### config.mk
export PLATFORM = sky130hd
export DESIGN_NAME = anchor_scheduler
export DESIGN_NICKNAME = d
export VERILOG_FILES = /design/src/rtl/anchor_scheduler.sv
export SDC_FILE = /design/constraint.sdc
export NUM_CORES = 1
export LEC_CHECK = 0
export CAP_MARGIN = 15
export CORE_MARGIN = 1
export CORE_UTILIZATION = 57
export DETAILED_ROUTE_END_ITERATION = 10
export PLACE_DENSITY = 0.95
export SLEW_MARGIN = 5
export SYNTH_ARGS = -nofsm -noshare
export SYNTH_HDL_FRONTEND = slang
export SYNTH_SLANG_ARGS = --single-unit
### constraint.sdc
create_clock -name clk -period 4.25 [get_ports clk]
set_input_delay 0.85 -clock clk [delete_from_list [all_inputs] [get_ports clk]]
set_output_delay 0.85 -clock clk [all_outputs]
set_load 0.05 [all_outputs]
### src/rtl/anchor_scheduler.sv
// Raster-order window sequencer for the edge-detector pipeline: load, move, wait for stage finals.
// Optional busy-cycle counter on frame_cycles_o is built only when SCHED_PERF_EN is defined.
module anchor_scheduler #(
    parameter int unsigned IMG_WIDTH    = 640,
    parameter int unsigned IMG_HEIGHT   = 480,
    parameter int unsigned STEP_X       = 14,
    parameter int unsigned NUM_STAGES   = 3,
    parameter int unsigned GUARD_CYCLES = 2
) (
    input  logic                  clk,
    input  logic                  n_rst,
    input  logic                  start_i,
    input  logic                  load_done_i,
    input  logic [NUM_STAGES-1:0] stage_final_i,
    output logic                  load_req_o,
    output logic                  anchor_moving_o,
    output logic [31:0]           anchor_x_o,
    output logic [31:0]           anchor_y_o,
    output logic                  busy_o,
    output logic                  frame_done_o,
    output logic [31:0]           frame_cycles_o
);

    localparam logic [31:0] XMax  = 32'(IMG_WIDTH - 2);
    localparam logic [31:0] YMax  = 32'(IMG_HEIGHT - 2);
    localparam logic [31:0] Step  = 32'(STEP_X);
    localparam logic [31:0] Guard = 32'(GUARD_CYCLES);

    typedef enum logic [2:0] {StIdle, StLoad, StMove, StWait, StDone} state_e;

    state_e      state_q, state_d;
    logic [31:0] ax_q, ax_d, ay_q, ay_d;
    logic [31:0] guard_q, guard_d;
    logic [31:0] nx, ny;
    logic        load_req_q, load_req_d;
    logic        moving_q, moving_d;
    logic        busy_q, busy_d;
    logic        done_q, done_d;

    always_ff @(posedge clk or negedge n_rst) begin
        if (!n_rst) begin
            state_q    <= StIdle;
            ax_q       <= 32'd1;
            ay_q       <= 32'd1;
            guard_q    <= '0;
            load_req_q <= 1'b0;
            moving_q   <= 1'b0;
            busy_q     <= 1'b0;
            done_q     <= 1'b0;
        end else begin
            state_q    <= state_d;
            ax_q       <= ax_d;
            ay_q       <= ay_d;
            guard_q    <= guard_d;
            load_req_q <= load_req_d;
            moving_q   <= moving_d;
            busy_q     <= busy_d;
            done_q     <= done_d;
        end
    end

    always_comb begin
        state_d = state_q;
        ax_d    = ax_q;
        ay_d    = ay_q;
        guard_d = guard_q;
        nx      = ax_q + Step;
        ny      = ay_q + 32'd1;
        case (state_q)
            StIdle: if (start_i) state_d = StLoad;
            StLoad: if (load_done_i) state_d = StMove;
            StMove: begin
                guard_d = '0;
                state_d = StWait;
            end
            StWait: begin
                // Stages still report final from the previous window right after the move.
                if (guard_q < Guard) begin
                    guard_d = guard_q + 32'd1;
                end else if (&stage_final_i) begin
                    if (nx <= XMax) begin
                        ax_d    = nx;
                        state_d = StLoad;
                    end else if (ny <= YMax) begin
                        ax_d    = 32'd1;
                        ay_d    = ny;
                        state_d = StLoad;
                    end else begin
                        state_d = StDone;
                    end
                end
            end
            StDone: begin
                ax_d    = 32'd1;
                ay_d    = 32'd1;
                state_d = StIdle;
            end
            default: state_d = StIdle;
        endcase
        load_req_d = (state_d == StLoad);
        moving_d   = (state_d == StMove);
        busy_d     = (state_d != StIdle);
        done_d     = (state_d == StDone);
    end

    assign load_req_o      = load_req_q;
    assign anchor_moving_o = moving_q;
    assign anchor_x_o      = ax_q;
    assign anchor_y_o      = ay_q;
    assign busy_o          = busy_q;
    assign frame_done_o    = done_q;

`ifdef SCHED_PERF_EN
    logic [31:0] cyc_q, cyc_d;

    always_comb begin
        cyc_d = cyc_q;
        if (state_q == StIdle) begin
            if (start_i) cyc_d = '0;
        end else if (cyc_q != '1) begin
            cyc_d = cyc_q + 32'd1;
        end
    end

    always_ff @(posedge clk or negedge n_rst) begin
        if (!n_rst) cyc_q <= '0;
        else        cyc_q <= cyc_d;
    end

    assign frame_cycles_o = cyc_q;
`else
    assign frame_cycles_o = '0;
`endif

endmodule
==> Word level (Yosys, flattened, before mapping) <==
Index checks and enable logic that the tools add are counted.
{ "op_classes": {"addsub": 3, "n_lt_le_gt_ge": 3, "eq_ne": 13, "mux": 19, "reduce_logical": 8} }
{ "op_table": {"columns": ["op", "n"], "rows": [
  ["32-bit two-way mux", 9],
  ["32-bit one-hot mux with 2 select lines", 3],
  ["32-bit by 1-bit adder with 32-bit output (second input constant)", 2],
  ["32-bit by 4-bit adder with 32-bit output (second input constant)", 1],
  ["32-bit by 10-bit less-or-equal comparator with 1-bit output (second input constant)", 1],
  ["32-bit by 9-bit less-or-equal comparator with 1-bit output (second input constant)", 1],
  ["32-bit by 2-bit less-than comparator with 1-bit output (second input constant)", 1],
  ["3-bit two-way mux", 6],
  ["3-bit one-hot mux with 4 select lines", 1],
  ["2-bit != test (second input constant)", 5],
  ["3-bit by 2-bit equality test with 1-bit output (second input constant)", 3],
  ["3-bit by 1-bit equality test with 1-bit output (second input constant)", 2],
  ["3-bit equality test (second input constant)", 2],
  ["5-bit AND reduction", 1],
  ["4-bit AND reduction", 1],
  ["2-bit nonzero test", 2],
  ["3-bit logical NOT", 1],
  ["3-bit != test (second input constant)", 1],
  ["3-bit AND reduction", 1],
  ["3-bit nonzero test", 1],
  ["2-bit AND reduction", 1]
]} }
{ "totals": {"register_bits": 103, "input_bits": 7} }

==> Logic depth before layout (Yosys ltp) <==
Gate-level depths: netlist of the first run.
{ "logic_depth": {"word_depth": 8, "ltp_mapped": 11} }

==> Worst setup path before layout of the first run <==
No wires, ideal clock.
{ "synth_timing": {"path_kind": "flip-flop to flip-flop", "startpoint": "register ax_q[1] (netlist: anchor_x_o[1])", "endpoint": "register ay_q[1] (netlist: anchor_y_o[1])", "setup_ns": 0.095, "arrival_time_ns": 3.148, "required_ns": 4.155, "path_slack_ns": 1.007, "path_stages_with_launch": 12, "path_buffers": 1, "synth_period_minus_slack_ns": 3.243, "cell_sequence": "dfrtp_1 > inv_1 > ha_1 > nor2b_1 > or3_1 > nor4_1 > mux2i_1 > o211ai_1 > nor4_4 > buf_2 > nor2_1 > o31ai_1"} }
{ "synth_via": {"elab_chain_len": 4} }
{ "synth_rtl": {"columns": ["element", "line_no", "source"], "rows": [
  ["start, declared", "32", "logic [31:0] ax_q, ax_d, ay_q, ay_d;"],
  ["start signal, assigned", "43", "ax_q <= 32'd1;"],
  ["start signal, assigned", "52", "ax_q <= ax_d;"],
  ["32-bit by 4-bit adder with 32-bit output", "67", "nx = ax_q + Step;"],
  ["32-bit by 10-bit less-or-equal comparator with 1-bit output", "81", "if (nx <= XMax) begin"],
  ["2-bit != test (no line)", null, null],
  ["5-bit AND reduction (no line)", null, null],
  ["end signal, assigned", "53", "ay_q <= ay_d;"],
  ["end, declared", "32", null]
]} }
No other way between the ends.
A chain may end at the register's enable or synchronous reset.

==> Worst setup path in the final report of the first run <==
{ "layout_timing": {"startpoint": "register ax_q[1] (netlist: anchor_x_o[1])", "endpoint": "register ay_q[27] (netlist: anchor_y_o[27])"} }
The elaborated chain is that of the path after synthesis.

==> results of run 1 <==
state kept, by name (all words and copies together) (netlist names):
register         count
load_req_o           1
anchor_x_o          32
anchor_y_o          32
busy_o               1
frame_done_o         1
guard_q             32
state_q              3
anchor_moving_o      1
kinds of logic after synthesis:
group                    after synthesis  share of synthesized area
flip-flops                           103                     0.4445
AND/OR/NAND/NOR                      297                     0.2964
buffers and inverters                 72                    0.07221
XOR/XNOR                              16                    0.02414
AO/OA/AOI/OAI                         99                     0.1304
adder cells (fa/ha/maj)                4                   0.008623
multiplexers                          13                    0.02307
other                                  1                  0.0006461
layout make-up:
cell class	count	area, um2	area share
clock buffers	10	137.6	0.02057
clock inverters	6	52.55	0.007855
inverters	13	48.80	0.007294
multi-input cells	461	2922	0.4367
flip-flops and latches	103	2580	0.3856
well taps	133	166.4	0.02487
repair buffers	80	783.3	0.1171
cells in the mapped netlist (6+ instances only):
cell type	n
buf_2	11
buf_4	32
nor4_1	20
xnor2_1	13
nand2_1	33
nor3_1	18
nor2_1	47
mux2i_1	10
nand2b_1	12
a21oi_1	15
and4_1	7
o21ai_0	12
dfrtp_1	101
a31oi_1	12
inv_1	13
nand3_1	17
clkbuf_1	12
and3_1	38
nor3b_1	6
and2_1	37
nand4_1	26
nor2b_1	15
per-stage QoR:
step	hold WS, ps	power, uW	cells
final	521.5	2344	806
after global routing	544.1	2460	806
after CTS	523.3	2357	806
after detailed placement	492.6	1767	790
after global placement	487.9	1739	790
after floorplan	464.7	1621	636
final timing paths:
| kind | startpoint | endpoint | slack [ps] | cells past startpoint |
|---|---|---|---|---|
| worst min register to register | guard_q[30]$_DFFE_PN0P_ | guard_q[30]$_DFFE_PN0P_ | 520 | 1 |
| worst max register to register | anchor_x_o[1]$_DFFE_PN0P_ | anchor_y_o[27]$_DFFE_PN0P_ | 710 | 10 |
| min in group asynchronous | n_rst | guard_q[4]$_DFFE_PN0P_ | 670 | 1 |
| worst max-delay path | anchor_x_o[1]$_DFFE_PN0P_ | anchor_y_o[27]$_DFFE_PN0P_ | 710 | 10 |
| max in group asynchronous | n_rst | anchor_x_o[0]$_DFFE_PN1P_ | 2670 | 2 |
| worst min-delay path | guard_q[30]$_DFFE_PN0P_ | guard_q[30]$_DFFE_PN0P_ | 520 | 1 |
power by group through the flow:
stage / clock, uW / sequential [uW] / combinational, uW
3_5_place_dp: 0 / 1140 / 630
6_report: 587 / 1120 / 637
4_1_cts: 601 / 1120 / 637
5_1_grt: 638 / 1130 / 693
2_1_floorplan: 0 / 1210 / 408
3_3_place_gp: 0 / 1130 / 608
layout by cell type (no fill, tap or decap), types with 13 or more instances in the layout:
master and n:
dfrtp_1 101, clkdlybuf4s50_1 73, nor2_1 47, and3_1 38, and2_1 37, nand2_1 33, conb_1 32, nand4_1 26
nor4_1 20, nor3_1 18, nand3_1 17, a21oi_1 15, nor2b_1 15, inv_1 13, xnor2_1 13
per-layer routing:
metal,vias up,global-route usage,wire (um)
li1,2282,-,-
met3,31,0.05153,1031
met5,-,0,0
met1,2397,0.3580,5646
met4,0,0.08451,214
met2,268,0.4246,6568
critical path, cell delays in order (launching register included):
cell,delay (ps)
dfrtp_1,460
inv_1,90
ha_1,250
nor2b_1,200
or3_1,380
nor4_1,380
mux2i_1,220
o211ai_1,210
nor4_4,530
o21a_1,530
and2_1,200
==> summary.txt, run 1 <==
Routing
  • Final WL: 13.46 mm
  • WL/cell: between 15 and 20 um
  • Drt first-iter violations: between 300 and 400
  • Post-route ant nets: 0
  • DR vias: 4,978
  • DRT Pass-1 Iters: 5
  • Residual DRC: 0
  • Number of vias per cell: 6.176

Place
  • Placer Congestion: approximately 1.0
  • Post-DP HPWL: 9.308 mm
  • Port Buffers: 74
  • Post-DP Area: about 0.0065 mm2
  • Post-place setup slack: 737.1 ps

Final layout
  • Cell area after layout: 0.006690 mm2
  • Area grow syn2layout: 15.26%
  • Final Core Density: 0.6813
  • Fill cell count: 750
  • Proportion of layout cells with a drive suffix above 1: 0.06686
  • Antenna diode count: 0
  • Fin nets: 679

Yosys
  • Synth cell types: 73
  • Synthesized instance count: 605
  • Area leader, netlist: dfrtp_1
  • Synth area leaders: dfrtp_1 (44%), buf_4 (4.1%), and3_1 (4.1%)
  • Post-Synthesis Cell Area: 0.005804 mm2
  • Ys async rst share: 1.000
  • #FFs+latches synth: 103
  • Syn avg cell area: 9.594 um2
  • Prevailing post-synth register cell: dfrtp_1
  • EDFF count, synth: 0
  • Synth Warn #: 0
  • Seq/Total Area, Yosys: 0.4445
  • Synth top area share: 0.4354

Status
  • Status: complete, no violations

GRT
  • Grt ovf: 0
  • Vias in the first global route: approximately 4,500
  • Antenna violations before repair: 0
  • Largest net degree at the start of global routing: 86
  • GRT Total Usage: 0.2626
  • First-pass GRT wire length: between 20 and 25 mm

Power and ir drop
  • Clock Power Share: 0.251
  • P_sw: roughly 860 uW
  • Power Dens Cells: about 350 mW/mm2
  • Switching share of total power: 0.3687
  • Int Power: between 1000 and 1500 uW
  • Comb pwr share: 0.272
  • Peak supply drop: 0.4089 mV
  • Lkg Pwr: 0.003097 uW
  • Sequential share of power: 0.478

CTS
  • Clock Pin Slew Worst Setup and Hold Paths: 100 ps
  • CTS tree: done
  • TritonCTS Sinks: 103
  • Htree depth: 3
  • Resized Gates After CTS: 0
  • Hold-fix buffers, CTS: 0
  • Postcts setup bufs: 0
  • CTS Root Cell: clkbuf_8
  • Clk_lat worst skew: 360 ps
  • Clock tree buffer depth: 2
  • TritonCTS Buffers: 9

Timing
  • Hold Vio Cnt, Final: 0
  • TNS Setup: 0 ps
  • Worst-Margin Slew: 1007 ps
  • Final worst slack: 712.7 ps
  • Setup repair after global routing missed its margin: no
  • Min Clock Period, post-route: 3537 ps
  • Slew margin rel.: 0.3285
  • Period utilization: 0.8323
  • Fin. max-slew vios: 0
  • Skew final: ~11 ps
  • FMAX: 282.7 MHz
  • Final number of setup-violating endpoints: 0

Flow run
  • Max Cap Viol: 0

Floorplanning
  • Row cnt: 36
  • # IOs: about 110
  • CORE AREA: slightly below 0.01 mm2
  • Die Ht: about 100 um
  • Die footprint: between 0.01 and 0.015 mm2
  • Initial core utilization: 0.5911
  • Die width: between 100 and 150 um

Setup path
  • Crit. End Element: flop
  • Crit-path max FO: 20
  • Startpoint types: flop
  • CP Class: reg -> reg
  • Worst EP arrival: 3840 ps
  • Worst path required time: roughly 4600 ps

Min path
  • HP Class: reg -> reg
No activity file was read; power rests on OpenSTA's default activity.
==> inputs of run 2 (changes only) <==
--- a/config.mk
+++ b/config.mk
@@ -7,9 +7,9 @@
 export LEC_CHECK = 0
 export CAP_MARGIN = 15
 export CORE_MARGIN = 1
-export CORE_UTILIZATION = 57
+export CORE_UTILIZATION = 53
 export DETAILED_ROUTE_END_ITERATION = 10
-export PLACE_DENSITY = 0.95
+export PLACE_DENSITY = 0.9
 export SLEW_MARGIN = 5
 export SYNTH_ARGS = -nofsm -noshare
 export SYNTH_HDL_FRONTEND = slang
==> constraint.sdc (replaced) <==
create_clock -name clk -period 3.6 [get_ports clk]
set_input_delay 0.72 -clock clk [delete_from_list [all_inputs] [get_ports clk]]
set_output_delay 0.72 -clock clk [all_outputs]
set_load 0.05 [all_outputs]
==> run 2 against run 1 <==
Against the previous run: clock-buffer cell count up 1; core utilization down 3.8 points; clock skew up 3.6 ps; combinational power up 18%; largest cell class unchanged; largest power group unchanged; highest routed layer unchanged.
==> summary.txt, run 2 (synthesis results as in run 1) <==
Routing
  • DR vias: 4,962 (-0.32%)
  • Residual DRC: 0 (unchanged)
  • Drt first-iter violations: 401 (+1.3%)
  • Number of vias per cell: 6.111 (-1.1%)
  • Post-route ant nets: 0 (unchanged)
  • WL/cell: 16.33 um (-2.2%)
  • Final WL: 13.26 mm (-1.5%)
  • DRT Pass-1 Iters: 7 (+2)

Status
  • Status: complete, no violations

CTS
  • Htree depth: 3 (unchanged)
  • Clock tree buffer depth: 2 (unchanged)
  • TritonCTS Buffers: 9 (unchanged)
  • TritonCTS Sinks: 103 (unchanged)
  • Clock Pin Slew Worst Setup and Hold Paths: 100 ps (about the same)
  • CTS Root Cell: clkbuf_8
  • CTS tree: done
  • Clk_lat worst skew: 370 ps (about the same)

GRT
  • Antenna violations before repair: 0 (unchanged)
  • Largest net degree at the start of global routing: 65 (-24%)
  • First-pass GRT wire length: 22.35 mm (+2.1%)
  • Vias in the first global route: 4,713 (+4.4%)
  • GRT Total Usage: 0.2420 (-0.02054)
  • Grt ovf: 0 (unchanged)

Final layout
  • Proportion of layout cells with a drive suffix above 1: 0.07101 (+0.004141)
  • Post-Layout Cell Count: 812 (+0.74%)
  • Most frequent cells in the layout: dfrtp_1 (101), clkdlybuf4s50_1 (73), nor2_1 (47)
  • Most common cell after layout, fill and taps aside: dfrtp_1
  • Fill cell count: 839 (+12%)
  • Final Core Density: 0.6433 (-0.03805)
  • Fin nets: 682 (+0.44%)
  • Antenna diode count: 0 (unchanged)
  • Area grow syn2layout: 15.95%

Place
  • Placed cells: 796 (+0.76%)
  • Post-DP HPWL: 9.335 mm (+0.29%)
  • Post-place setup slack: 252.9 ps (-484.2 ps)
  • Port Buffers: 74 (unchanged)
  • Placer Congestion: 0.9822 (-3.7%)

Timing
  • Skew final: 15.07 ps (+3.645 ps)
  • Final worst slack: 190.4 ps (-522.2 ps)
  • Slew margin rel.: 0.4751 (+0.1466)
  • Hold Vio Cnt, Final: 0 (unchanged)
  • Final number of setup-violating endpoints: 0 (unchanged)
  • Setup repair after global routing missed its margin: no
  • Min Clock Period, post-route: 3410 ps (-127.8 ps)
  • TNS Setup: 0 ps (unchanged)
  • FMAX: 293.3 MHz (+3.7%)
  • Worst-Margin Slew: 787.3 ps (-219.9 ps)
  • Fin. max-slew vios: 0 (unchanged)
  • Period utilization: 0.9471 (+0.1148)

Setup path
  • Startpoint types: flop
  • Crit. End Element: flop
  • Register-to-register setup slack: 190 ps (-520 ps)
  • Crit-path max FO: 15 (-25%)
  • Crit path cell chain: ha_1 -> and4_1 -> and4_1 -> o21ai_0 -> a2111oi_0 -> o211a_1 -> nand4_4 -> nor2_1 -> mux2i_1
  • Delay-heaviest family, CP: simple AND/OR/NAND/NOR gates
  • CP Buf/Inv Count: 0 (-1)
  • Crit path top cell by count: and4_1
  • Worst path required time: 3910 ps (-640 ps)
  • Worst EP arrival: 3720 ps (-120 ps)
  • CP max-delay cell: dfstp_2
  • CP Class: reg -> reg
  • Crit path largest cell delay: 610 ps (+80 ps)

Floorplanning
  • Initial core utilization: 0.5548 (-0.03633)
  • Die width: 106.7 um (+3.6%)
  • CORE AREA: 0.01046 mm2 (+6.5%)
  • # IOs: 107 (unchanged)
  • Die footprint: 0.01137 mm2 (+7.4%)
  • Row cnt: 37 (+2.8%)
  • Die Ht: 106.7 um (+3.6%)

Min path
  • HP Class: in -> async

Power and ir drop
  • Peak supply drop: 0.5568 mV (+36%)
  • Power Dens Cells: 419.0 mW/mm2 (+20%)
  • Lkg Pwr: 0.003112 uW (+0.50%)

Flow run
  • Max Cap Viol: 0 (unchanged)
==> run 2: cell types whose count changed in the layout (fill, tap and decap cells not counted), sizes merged <==
cell    previous run  this run
buf                7        10
bufinv             0         1
clkbuf            10        11
inv               16        15
clkinv             1         0
==> run 2: cell type report <==
type	count	area [um2]	share of cell area
inverter	13	48.80	0.007250
clock inverter	5	65.06	0.009667
multi-input combinational	461	2929	0.4352
timing repair buffer	83	805.8	0.1197
sequential	103	2580	0.3833
clock buffer	11	131.4	0.01952
tap	136	170.2	0.02528
==> run 2: report_power, final <==
group	leakage (uW)	switching [uW]	total (uW)	internal, uW
registers	0.00135	105	1330	1220
clock network	0.0000921	416	746	330
logic	0.00167	501	749	248
==> run 2: per-layer routing <==
layer / GRT usage / wire length (um) / share of wire / up-vias
li1: - / - / - / 2299
met1: 0.3211 / 5866 / 0.44 / 2429
met2: 0.4037 / 6485 / 0.49 / 194
met3: 0.05167 / 667 / 0.050 / 40
met4: 0.06262 / 244 / 0.018 / 0
met5: 0 / 0 / 0 / -
==> run 2: path summary, 6_finish.rpt <==
path,to,from,cells past startpoint
worst max-delay path,anchor_y_o[0]$_DFFE_PN1P_,anchor_y_o[0]$_DFFE_PN1P_,9
worst min-delay path,guard_q[24]$_DFFE_PN0P_,n_rst,1
worst min register to register,guard_q[29]$_DFFE_PN0P_,guard_q[29]$_DFFE_PN0P_,1
worst max register to register,anchor_y_o[0]$_DFFE_PN1P_,anchor_y_o[0]$_DFFE_PN1P_,9
min in group clk,guard_q[29]$_DFFE_PN0P_,guard_q[29]$_DFFE_PN0P_,1
max in group asynchronous,anchor_x_o[0]$_DFFE_PN1P_,n_rst,2
==> run 2: stage by stage <==
step	area, um2	hold slack, ps	total power (uW)
final	6730	423.2	2820
after floorplan	5921	424.4	1914
after global placement	6526	490.5	2058
after CTS	6723	448.3	2831
after detailed placement	6526	489.4	2089
after global routing	6730	473.0	2968
==> run 2: repair_timing <==
action,CTS,global route
setup buffers,0,0
hold buffers,0,0
setup endpoints to repair,0,26
resized for setup,0,2
